===== src/rtl/custom_axi_ip_regs.sv =====
//-----------------------------------------------------------------------------
// custom_axi_ip_regs
//
// AXI4-Lite slave register block in front of a simple hardware core.
//
// Register map (byte address, addr[1:0] ignored):
//   0x00 CTRL   bit0 START (write 1 -> one-cycle enable_in_o pulse, reads 0)
//               bit1 IRQ_EN (only with CUSTOM_AXI_IP_REGS_IRQ_EN, else reads 0)
//   0x04 DIN    bits[15:0] RW, drives din_o; bits[31:16] read 0
//   0x08 DOUT   RO, captures dout_i whenever enable_out_i[0] is high
//   0x0C STATUS [1:0] live status_i, [2] DONE sticky, [3] OVERRUN sticky,
//               [3:2] write-1-to-clear; a set on the same cycle wins
//   0x10-0x1C   unmapped: writes ignored, SLVERR on both channels
//
// Ports:
//   clk_i, rst_i            clock and asynchronous active-high reset
//   s_axi_aw*/w*/b*         AXI4-Lite write address/data/response channels
//   s_axi_ar*/r*            AXI4-Lite read address/data channels
//   din_o, enable_in_o      operand and start pulse to the core
//   dout_i, enable_out_i    result and result-valid strobe (bit0) from core
//   status_i                core state (0 IDLE, 1 BUSY, 2 DONE, 3 ERROR)
//   irq_o                   only when CUSTOM_AXI_IP_REGS_IRQ_EN is defined:
//                           registered IRQ_EN AND DONE
//
// Build option: define CUSTOM_AXI_IP_REGS_IRQ_EN to add irq_o and CTRL.IRQ_EN.
//-----------------------------------------------------------------------------
module custom_axi_ip_regs #(
  parameter int ADDR_WIDTH = 5,
  parameter int DATA_WIDTH = 32
) (
  input  logic                    clk_i,
  input  logic                    rst_i,
  input  logic [ADDR_WIDTH-1:0]   s_axi_awaddr,
  input  logic                    s_axi_awvalid,
  output logic                    s_axi_awready,
  input  logic [DATA_WIDTH-1:0]   s_axi_wdata,
  input  logic [DATA_WIDTH/8-1:0] s_axi_wstrb,
  input  logic                    s_axi_wvalid,
  output logic                    s_axi_wready,
  output logic [1:0]              s_axi_bresp,
  output logic                    s_axi_bvalid,
  input  logic                    s_axi_bready,
  input  logic [ADDR_WIDTH-1:0]   s_axi_araddr,
  input  logic                    s_axi_arvalid,
  output logic                    s_axi_arready,
  output logic [DATA_WIDTH-1:0]   s_axi_rdata,
  output logic [1:0]              s_axi_rresp,
  output logic                    s_axi_rvalid,
  input  logic                    s_axi_rready,
  output logic [15:0]             din_o,
  output logic                    enable_in_o,
  input  logic [15:0]             dout_i,
  input  logic [1:0]              enable_out_i,
  input  logic [1:0]              status_i
`ifdef CUSTOM_AXI_IP_REGS_IRQ_EN
  ,
  output logic                    irq_o
`endif
);

  localparam int IDX_W = ADDR_WIDTH - 2;

  localparam logic [IDX_W-1:0] IDX_CTRL   = IDX_W'(0);
  localparam logic [IDX_W-1:0] IDX_DIN    = IDX_W'(1);
  localparam logic [IDX_W-1:0] IDX_DOUT   = IDX_W'(2);
  localparam logic [IDX_W-1:0] IDX_STATUS = IDX_W'(3);
  localparam logic [IDX_W-1:0] IDX_LIMIT  = IDX_W'(4);

  localparam logic [1:0] RESP_OKAY   = 2'b00;
  localparam logic [1:0] RESP_SLVERR = 2'b10;

  localparam logic [1:0] WR_IDLE = 2'd0;
  localparam logic [1:0] WR_ADDR = 2'd1;  // AW held, waiting for W
  localparam logic [1:0] WR_DATA = 2'd2;  // W held, waiting for AW
  localparam logic [1:0] WR_RESP = 2'd3;

  localparam logic [0:0] RD_IDLE = 1'b0;
  localparam logic [0:0] RD_RESP = 1'b1;

  // ---------------------------------------------------------------------------
  // State
  // ---------------------------------------------------------------------------
  logic [1:0]              wr_state_reg, wr_state_next;
  logic [0:0]              rd_state_reg;
  logic [ADDR_WIDTH-1:0]   awaddr_hold_reg;
  logic [DATA_WIDTH-1:0]   wdata_hold_reg;
  logic [DATA_WIDTH/8-1:0] wstrb_hold_reg;
  logic                    bvalid_reg;
  logic [1:0]              bresp_reg;
  logic                    rvalid_reg;
  logic [1:0]              rresp_reg;
  logic [DATA_WIDTH-1:0]   rdata_reg;
  logic [15:0]             din_reg, din_next;
  logic [15:0]             dout_reg;
  logic                    done_reg, overrun_reg;
  logic                    enable_in_reg;
  logic                    ctrl_irq_en;

  // ---------------------------------------------------------------------------
  // Handshakes. Readies are a pure function of state, masked while in reset.
  // ---------------------------------------------------------------------------
  assign s_axi_awready = !rst_i && ((wr_state_reg == WR_IDLE) || (wr_state_reg == WR_DATA));
  assign s_axi_wready  = !rst_i && ((wr_state_reg == WR_IDLE) || (wr_state_reg == WR_ADDR));
  assign s_axi_arready = !rst_i && (rd_state_reg == RD_IDLE);

  logic aw_hs, w_hs, ar_hs;
  assign aw_hs = s_axi_awvalid && s_axi_awready;
  assign w_hs  = s_axi_wvalid  && s_axi_wready;
  assign ar_hs = s_axi_arvalid && s_axi_arready;

  // ---------------------------------------------------------------------------
  // Write FSM. commit is high on the cycle both halves are available; the
  // half that arrived earlier comes from its hold register.
  // ---------------------------------------------------------------------------
  logic commit;

  always_comb begin
    wr_state_next = wr_state_reg;
    commit        = 1'b0;
    case (wr_state_reg)
      WR_IDLE: begin
        if (aw_hs && w_hs) begin
          wr_state_next = WR_RESP;
          commit        = 1'b1;
        end else if (aw_hs) begin
          wr_state_next = WR_ADDR;
        end else if (w_hs) begin
          wr_state_next = WR_DATA;
        end
      end
      WR_ADDR: begin
        if (w_hs) begin
          wr_state_next = WR_RESP;
          commit        = 1'b1;
        end
      end
      WR_DATA: begin
        if (aw_hs) begin
          wr_state_next = WR_RESP;
          commit        = 1'b1;
        end
      end
      default: begin
        if (s_axi_bready) wr_state_next = WR_IDLE;
      end
    endcase
  end

  logic [ADDR_WIDTH-1:0]   wr_addr_eff;
  logic [DATA_WIDTH-1:0]   wr_data_eff;
  logic [DATA_WIDTH/8-1:0] wr_strb_eff;
  logic [IDX_W-1:0]        wr_idx;
  logic                    wr_mapped;
  logic                    wr_sel_ctrl, wr_sel_din, wr_sel_status;

  assign wr_addr_eff = (wr_state_reg == WR_ADDR) ? awaddr_hold_reg : s_axi_awaddr;
  assign wr_data_eff = (wr_state_reg == WR_DATA) ? wdata_hold_reg  : s_axi_wdata;
  assign wr_strb_eff = (wr_state_reg == WR_DATA) ? wstrb_hold_reg  : s_axi_wstrb;
  assign wr_idx      = wr_addr_eff[ADDR_WIDTH-1:2];
  assign wr_mapped   = (wr_idx < IDX_LIMIT);

  assign wr_sel_ctrl   = commit && (wr_idx == IDX_CTRL);
  assign wr_sel_din    = commit && (wr_idx == IDX_DIN);
  assign wr_sel_status = commit && (wr_idx == IDX_STATUS);

  always_ff @(posedge clk_i or posedge rst_i) begin
    if (rst_i) begin
      wr_state_reg    <= WR_IDLE;
      awaddr_hold_reg <= '0;
      wdata_hold_reg  <= '0;
      wstrb_hold_reg  <= '0;
      bvalid_reg      <= 1'b0;
      bresp_reg       <= RESP_OKAY;
    end else begin
      wr_state_reg <= wr_state_next;
      if (aw_hs) awaddr_hold_reg <= s_axi_awaddr;
      if (w_hs) begin
        wdata_hold_reg <= s_axi_wdata;
        wstrb_hold_reg <= s_axi_wstrb;
      end
      if (commit) begin
        bvalid_reg <= 1'b1;
        bresp_reg  <= wr_mapped ? RESP_OKAY : RESP_SLVERR;
      end else if (s_axi_bready) begin
        bvalid_reg <= 1'b0;
      end
    end
  end

  assign s_axi_bvalid = bvalid_reg;
  assign s_axi_bresp  = bresp_reg;

  // ---------------------------------------------------------------------------
  // Core-facing registers
  // ---------------------------------------------------------------------------
  genvar gi;
  generate
    for (gi = 0; gi < 2; gi++) begin : g_din_byte
      assign din_next[gi*8 +: 8] = (wr_sel_din && wr_strb_eff[gi]) ?
                                   wr_data_eff[gi*8 +: 8] : din_reg[gi*8 +: 8];
    end
  endgenerate

  logic result_strobe;
  logic clear_done, clear_overrun;

  assign result_strobe = enable_out_i[0];
  assign clear_done    = wr_sel_status && wr_strb_eff[0] && wr_data_eff[2];
  assign clear_overrun = wr_sel_status && wr_strb_eff[0] && wr_data_eff[3];

  always_ff @(posedge clk_i or posedge rst_i) begin
    if (rst_i) begin
      din_reg       <= '0;
      dout_reg      <= '0;
      done_reg      <= 1'b0;
      overrun_reg   <= 1'b0;
      enable_in_reg <= 1'b0;
    end else begin
      din_reg       <= din_next;
      enable_in_reg <= wr_sel_ctrl && wr_strb_eff[0] && wr_data_eff[0];
      if (result_strobe) dout_reg <= dout_i;
      // Hardware set takes priority over a software clear in the same cycle.
      if (result_strobe)   done_reg <= 1'b1;
      else if (clear_done) done_reg <= 1'b0;
      // OVERRUN looks at DONE as it was before this strobe.
      if (result_strobe && done_reg) overrun_reg <= 1'b1;
      else if (clear_overrun)        overrun_reg <= 1'b0;
    end
  end

  assign din_o       = din_reg;
  assign enable_in_o = enable_in_reg;

`ifdef CUSTOM_AXI_IP_REGS_IRQ_EN
  logic irq_en_reg, irq_reg;

  always_ff @(posedge clk_i or posedge rst_i) begin
    if (rst_i) begin
      irq_en_reg <= 1'b0;
      irq_reg    <= 1'b0;
    end else begin
      if (wr_sel_ctrl && wr_strb_eff[0]) irq_en_reg <= wr_data_eff[1];
      irq_reg <= irq_en_reg && done_reg;
    end
  end

  assign ctrl_irq_en = irq_en_reg;
  assign irq_o       = irq_reg;
`else
  assign ctrl_irq_en = 1'b0;
`endif

  // ---------------------------------------------------------------------------
  // Read path. rdata is sampled from the current register values at the AR
  // handshake, so a write committing on the same edge is not yet visible.
  // ---------------------------------------------------------------------------
  logic [IDX_W-1:0]      rd_idx;
  logic [DATA_WIDTH-1:0] rd_data_mux;
  logic [1:0]            rd_resp_mux;

  assign rd_idx = s_axi_araddr[ADDR_WIDTH-1:2];

  always_comb begin
    rd_data_mux = '0;
    rd_resp_mux = RESP_OKAY;
    case (rd_idx)
      IDX_CTRL:   rd_data_mux[1]    = ctrl_irq_en;
      IDX_DIN:    rd_data_mux[15:0] = din_reg;
      IDX_DOUT:   rd_data_mux[15:0] = dout_reg;
      IDX_STATUS: rd_data_mux[3:0]  = {overrun_reg, done_reg, status_i};
      default:    rd_resp_mux       = RESP_SLVERR;
    endcase
  end

  always_ff @(posedge clk_i or posedge rst_i) begin
    if (rst_i) begin
      rd_state_reg <= RD_IDLE;
      rvalid_reg   <= 1'b0;
      rresp_reg    <= RESP_OKAY;
      rdata_reg    <= '0;
    end else begin
      if (ar_hs) begin
        rd_state_reg <= RD_RESP;
        rvalid_reg   <= 1'b1;
        rdata_reg    <= rd_data_mux;
        rresp_reg    <= rd_resp_mux;
      end else if ((rd_state_reg == RD_RESP) && s_axi_rready) begin
        rd_state_reg <= RD_IDLE;
        rvalid_reg   <= 1'b0;
      end
    end
  end

  assign s_axi_rvalid = rvalid_reg;
  assign s_axi_rdata  = rdata_reg;
  assign s_axi_rresp  = rresp_reg;

  // Address LSBs, upper data/strobe lanes and enable_out_i[1] carry no meaning.
  logic unused_bits;
  assign unused_bits = ^{wr_data_eff, wr_strb_eff, wr_addr_eff[1:0],
                         s_axi_araddr[1:0], enable_out_i[1]};

endmodule


===== config.mk =====
export PLATFORM = sky130hd
export DESIGN_NAME = custom_axi_ip_regs
export DESIGN_NICKNAME = d
export VERILOG_FILES = /design/src/rtl/custom_axi_ip_regs.sv
export SDC_FILE = /design/constraint.sdc
export NUM_CORES = 1
export LEC_CHECK = 0
export BUFFER_PORTS_ARGS = -buffer_cell sky130_fd_sc_hd__buf_2
export CAP_MARGIN = 10
export CORE_UTILIZATION = 50
export CTS_CLUSTER_SIZE = 30
export DETAILED_ROUTE_END_ITERATION = 10
export PLACE_DENSITY = 0.89
export SLEW_MARGIN = 20
export SYNTH_ARGS = -nofsm -noshare
export SYNTH_HDL_FRONTEND = slang
export SYNTH_SLANG_ARGS = --single-unit
export TNS_END_PERCENT = 100

===== constraint.sdc =====
create_clock -name clk_i -period 2.9 [get_ports clk_i]
set_input_delay 0.29 -clock clk_i [delete_from_list [all_inputs] [get_ports clk_i]]
set_output_delay 0.29 -clock clk_i [all_outputs]
set_load 0.05 [all_outputs]

==> flow_summary.json <==
{
  "drv_slew": 0,
  "setup_viol": 0,
  "switching_share_pct": 41.86,
  "critPathCaptureType": "flip-flop",
  "yosysSeqAreaShare_pct": 53.15,
  "syn2layout_area_growth_pct": 20.34,
  "synthSimpleGateAreaFrac_pct": 8.790,
  "rsz0062_at_grt": "false",
  "track_usage_pct": 21.64,
  "hold_violations": 0,
  "run_status": "completed",
  "worstPathArrival_ps": 2650,
  "grt_pass1_vias": 2604,
  "start_kind": "flip-flop",
  "drtPass1Iterations": 4,
  "cts_root_buffer": "clkbuf_8",
  "required_ps": 3120,
  "portBuffers": 89,
  "dpl_cell_area_sq_mm": 0.004188,
  "wirelength_mm": 7.816,
  "power_density_mw_per_mm2": 1033,
  "h-tree-depth": 3,
  "cts_setup_buffers": 0,
  "r2r_cells": 7,
  "post_cts_resized": 0,
  "diodes": 0,
  "relSlewSlack_pct": 39.15,
  "gp_congestion": 0.7689,
  "coreArea_sq_mm": 0.006944,
  "startpoint": "wr_state_reg[1]$_DFFE_PP0P_",
  "synthCells": 297,
  "power_frac_seq_pct": 36.7,
  "via_per_inst": 5.368,
  "synth_cell_types": 33,
  "rr_endpoint": "din_o[2]$_DFFE_PP0P_",
  "r2r_start": "wr_state_reg[1]$_DFFE_PP0P_",
  "critPathSlowestCell": "a211o_2",
  "grt-ovfl-total": 0,
  "synth_warnings": 0,
  "synth.area.mux_share_pct": 23.48,
  "die_w_um": 87.70,
  "grt_pass1_wl_mm": 12.48,
  "synth_top_family_by_area": "multiplexers",
  "drive_gt1_share_pct": 48.37,
  "wl_per_cell_um": 15.79,
  "die_h_um": 87.70,
  "power_frac_clock_pct": 20.2,
  "setup_tns_ps": 0,
  "worstHoldPathType": "input pin to asynchronous set/reset pin",
  "p_leak_nw": 2.120,
  "hpwl_mm": 5.498,
  "period_share_pct": 83.82,
  "ios": 131,
  "synth-compound-area-share_pct": 7.223,
  "clock_sinks": 78,
  "antenna_left": 0,
  "die_area_sq_mm": 0.007691,
  "crit_fanout": 11,
  "synth_seq_cells": 78,
  "synth_fa_ha_area_share_pct": 1.363,
  "synth-xor-area-share_pct": 0,
  "fin_crit_ps": 2431,
  "fin_nets": 471,
  "layout.cells.most_common_list": "89 x buf_2, 78 x dfrtp_1, 73 x mux2_2",
  "p_switching_w": 0.001911,
  "clkTransAtPathRegs_ps": 90,
  "mostFrequentLayoutCell": "buf_2",
  "placementRows": 30,
  "cts_tree": "done",
  "p_int_w": 0.002654,
  "worstSetupPathType": "flip-flop to flip-flop",
  "worst_clock_skew_ps": 13.54,
  "cts_buffers": 9,
  "clk_latency_ps": 340,
  "p_comb_share_pct": 43.0,
  "vias": 2657,
  "drc": 0,
  "synth_area_sq_mm": 0.003672,
  "worst_pin_slew_ps": 908.8,
  "cts_hold_buf": 0,
  "drtIter0Drc": 84,
  "fin_area_sq_mm": 0.004419,
  "fmax_mhz": 411.4,
  "cp-endpoint": "din_o[2]$_DFFE_PP0P_",
  "slowest_delay_ps": 450,
  "ir_drop_mv": 0.6601,
  "cp_cell_sequence": "inv_1 > ha_1 > a22oi_1 > a211o_2 > nor4_4 > buf_4 > mux2_2",
  "hold_ws_ps": 89.59,
  "r2r_slack_ps": 470,
  "grt_antenna_before_repair": 0,
  "drv_cap": 0,
  "avgSynthCellArea_sq_um": 12.36,
  "clock_path_buffers": 2,
  "initial_core_util_pct": 52.88,
  "grt_max_degree": 51
}
==> cell type report <==
type,instances,area (sq um)
clock buffers,10,137.6
repair buffers,97,505.5
flip-flops and latches,78,1952
inverters,9,37.54
clock inverters,6,93.84
fillers,557,2525
multi-input cells,199,1573
well taps,96,120.1
==> power by group through the flow <==
stage / Combinational, W / Sequential (W) / Clock, W
floorplan: 0.000988 / 0.00223 / 0
global placement: 0.00191 / 0.00166 / 0
detailed placement: 0.00197 / 0.00169 / 0
CTS: 0.00198 / 0.00167 / 0.000935
global route: 0.00210 / 0.00172 / 0.000978
finish: 0.00197 / 0.00168 / 0.000923
==> critical path: cells and delay by family (launching register included) <==
kind / cells / cell delay, ps
mux: 1 / 350
flops: 1 / 420
simple gates: 1 / 260
fa+ha+maj: 1 / 390
buf+inv: 2 / 320
compound gates: 2 / 570
==> metrics by stage <==
stage	total power, W	util, %	setup slack [ps]	cells
floorplan	0.003217	-	598.9	314
global placement	0.003573	60.31	556.4	479
detailed placement	0.003658	60.31	487.9	479
CTS	0.004583	63.64	469.8	495
global route	0.004792	63.64	363.8	495
finish	0.004565	63.64	469.2	495
==> cells in the mapped netlist <==
cell / n / area [sq um]
nor2b_1: 3 / 18.77
mux2i_1: 4 / 40.04
a22oi_1: 5 / 37.54
o21ba_2: 1 / 10.01
nor2_1: 33 / 123.9
or2b_1: 1 / 7.510
o21ai_0: 9 / 45.04
mux2_2: 73 / 822.0
buf_4: 20 / 150.1
a41oi_1: 1 / 8.760
nor3_1: 4 / 20.02
nand3_1: 2 / 10.01
buf_2: 2 / 10.01
ha_1: 4 / 50.05
a22o_1: 1 / 8.760
nand2_1: 11 / 41.29
nor4b_1: 1 / 8.760
clkbuf_1: 6 / 22.52
a21oi_1: 2 / 10.01
a221o_1: 1 / 10.01
nor3b_1: 2 / 15.01
a211oi_1: 1 / 7.510
or2_2: 1 / 6.260
a211o_2: 1 / 10.01
a221oi_1: 12 / 105.1
a31oi_1: 2 / 12.51
conb_1: 1 / 3.750
or4b_1: 1 / 10.01
and2_0: 1 / 6.260
nand2b_1: 2 / 12.51
dfrtp_1: 78 / 1952
inv_1: 9 / 33.78
nor4_4: 2 / 42.54
==> worst min-delay path by stage <==
stage / start / to / slack (ps)
CTS: rst_i / din_o[9]$_DFFE_PP0P_ / 100
finish: rst_i / din_o[9]$_DFFE_PP0P_ / 90
global route: rst_i / dout_reg[10]$_DFFE_PP0P_ / 130
floorplan: s_axi_bready / s_axi_bvalid$_DFFE_PP0P_ / 390
detailed placement: rst_i / s_axi_bvalid$_DFFE_PP0P_ / 470
global placement: s_axi_rresp[1]$_DFFE_PP0P_ / s_axi_rresp[1]$_DFFE_PP0P_ / 450
==> per-layer routing <==
metal  vias up  global-route usage, %  share of wire [%]
li1       1221                      -                  -
met1      1309                  29.13                 44
met2       110                  35.52                 49
met3        17                  3.864                5.6
met4         0                  7.303                1.5
met5         -                      0                  0
==> logic make-up after synthesis <==
family          Yosys count
mux                      77
flops                    78
buf+inv                  37
simple gates             64
fa+ha+maj                 4
compound gates           36
other cells               1
Note: power is estimated with default switching activity, not from simulation.
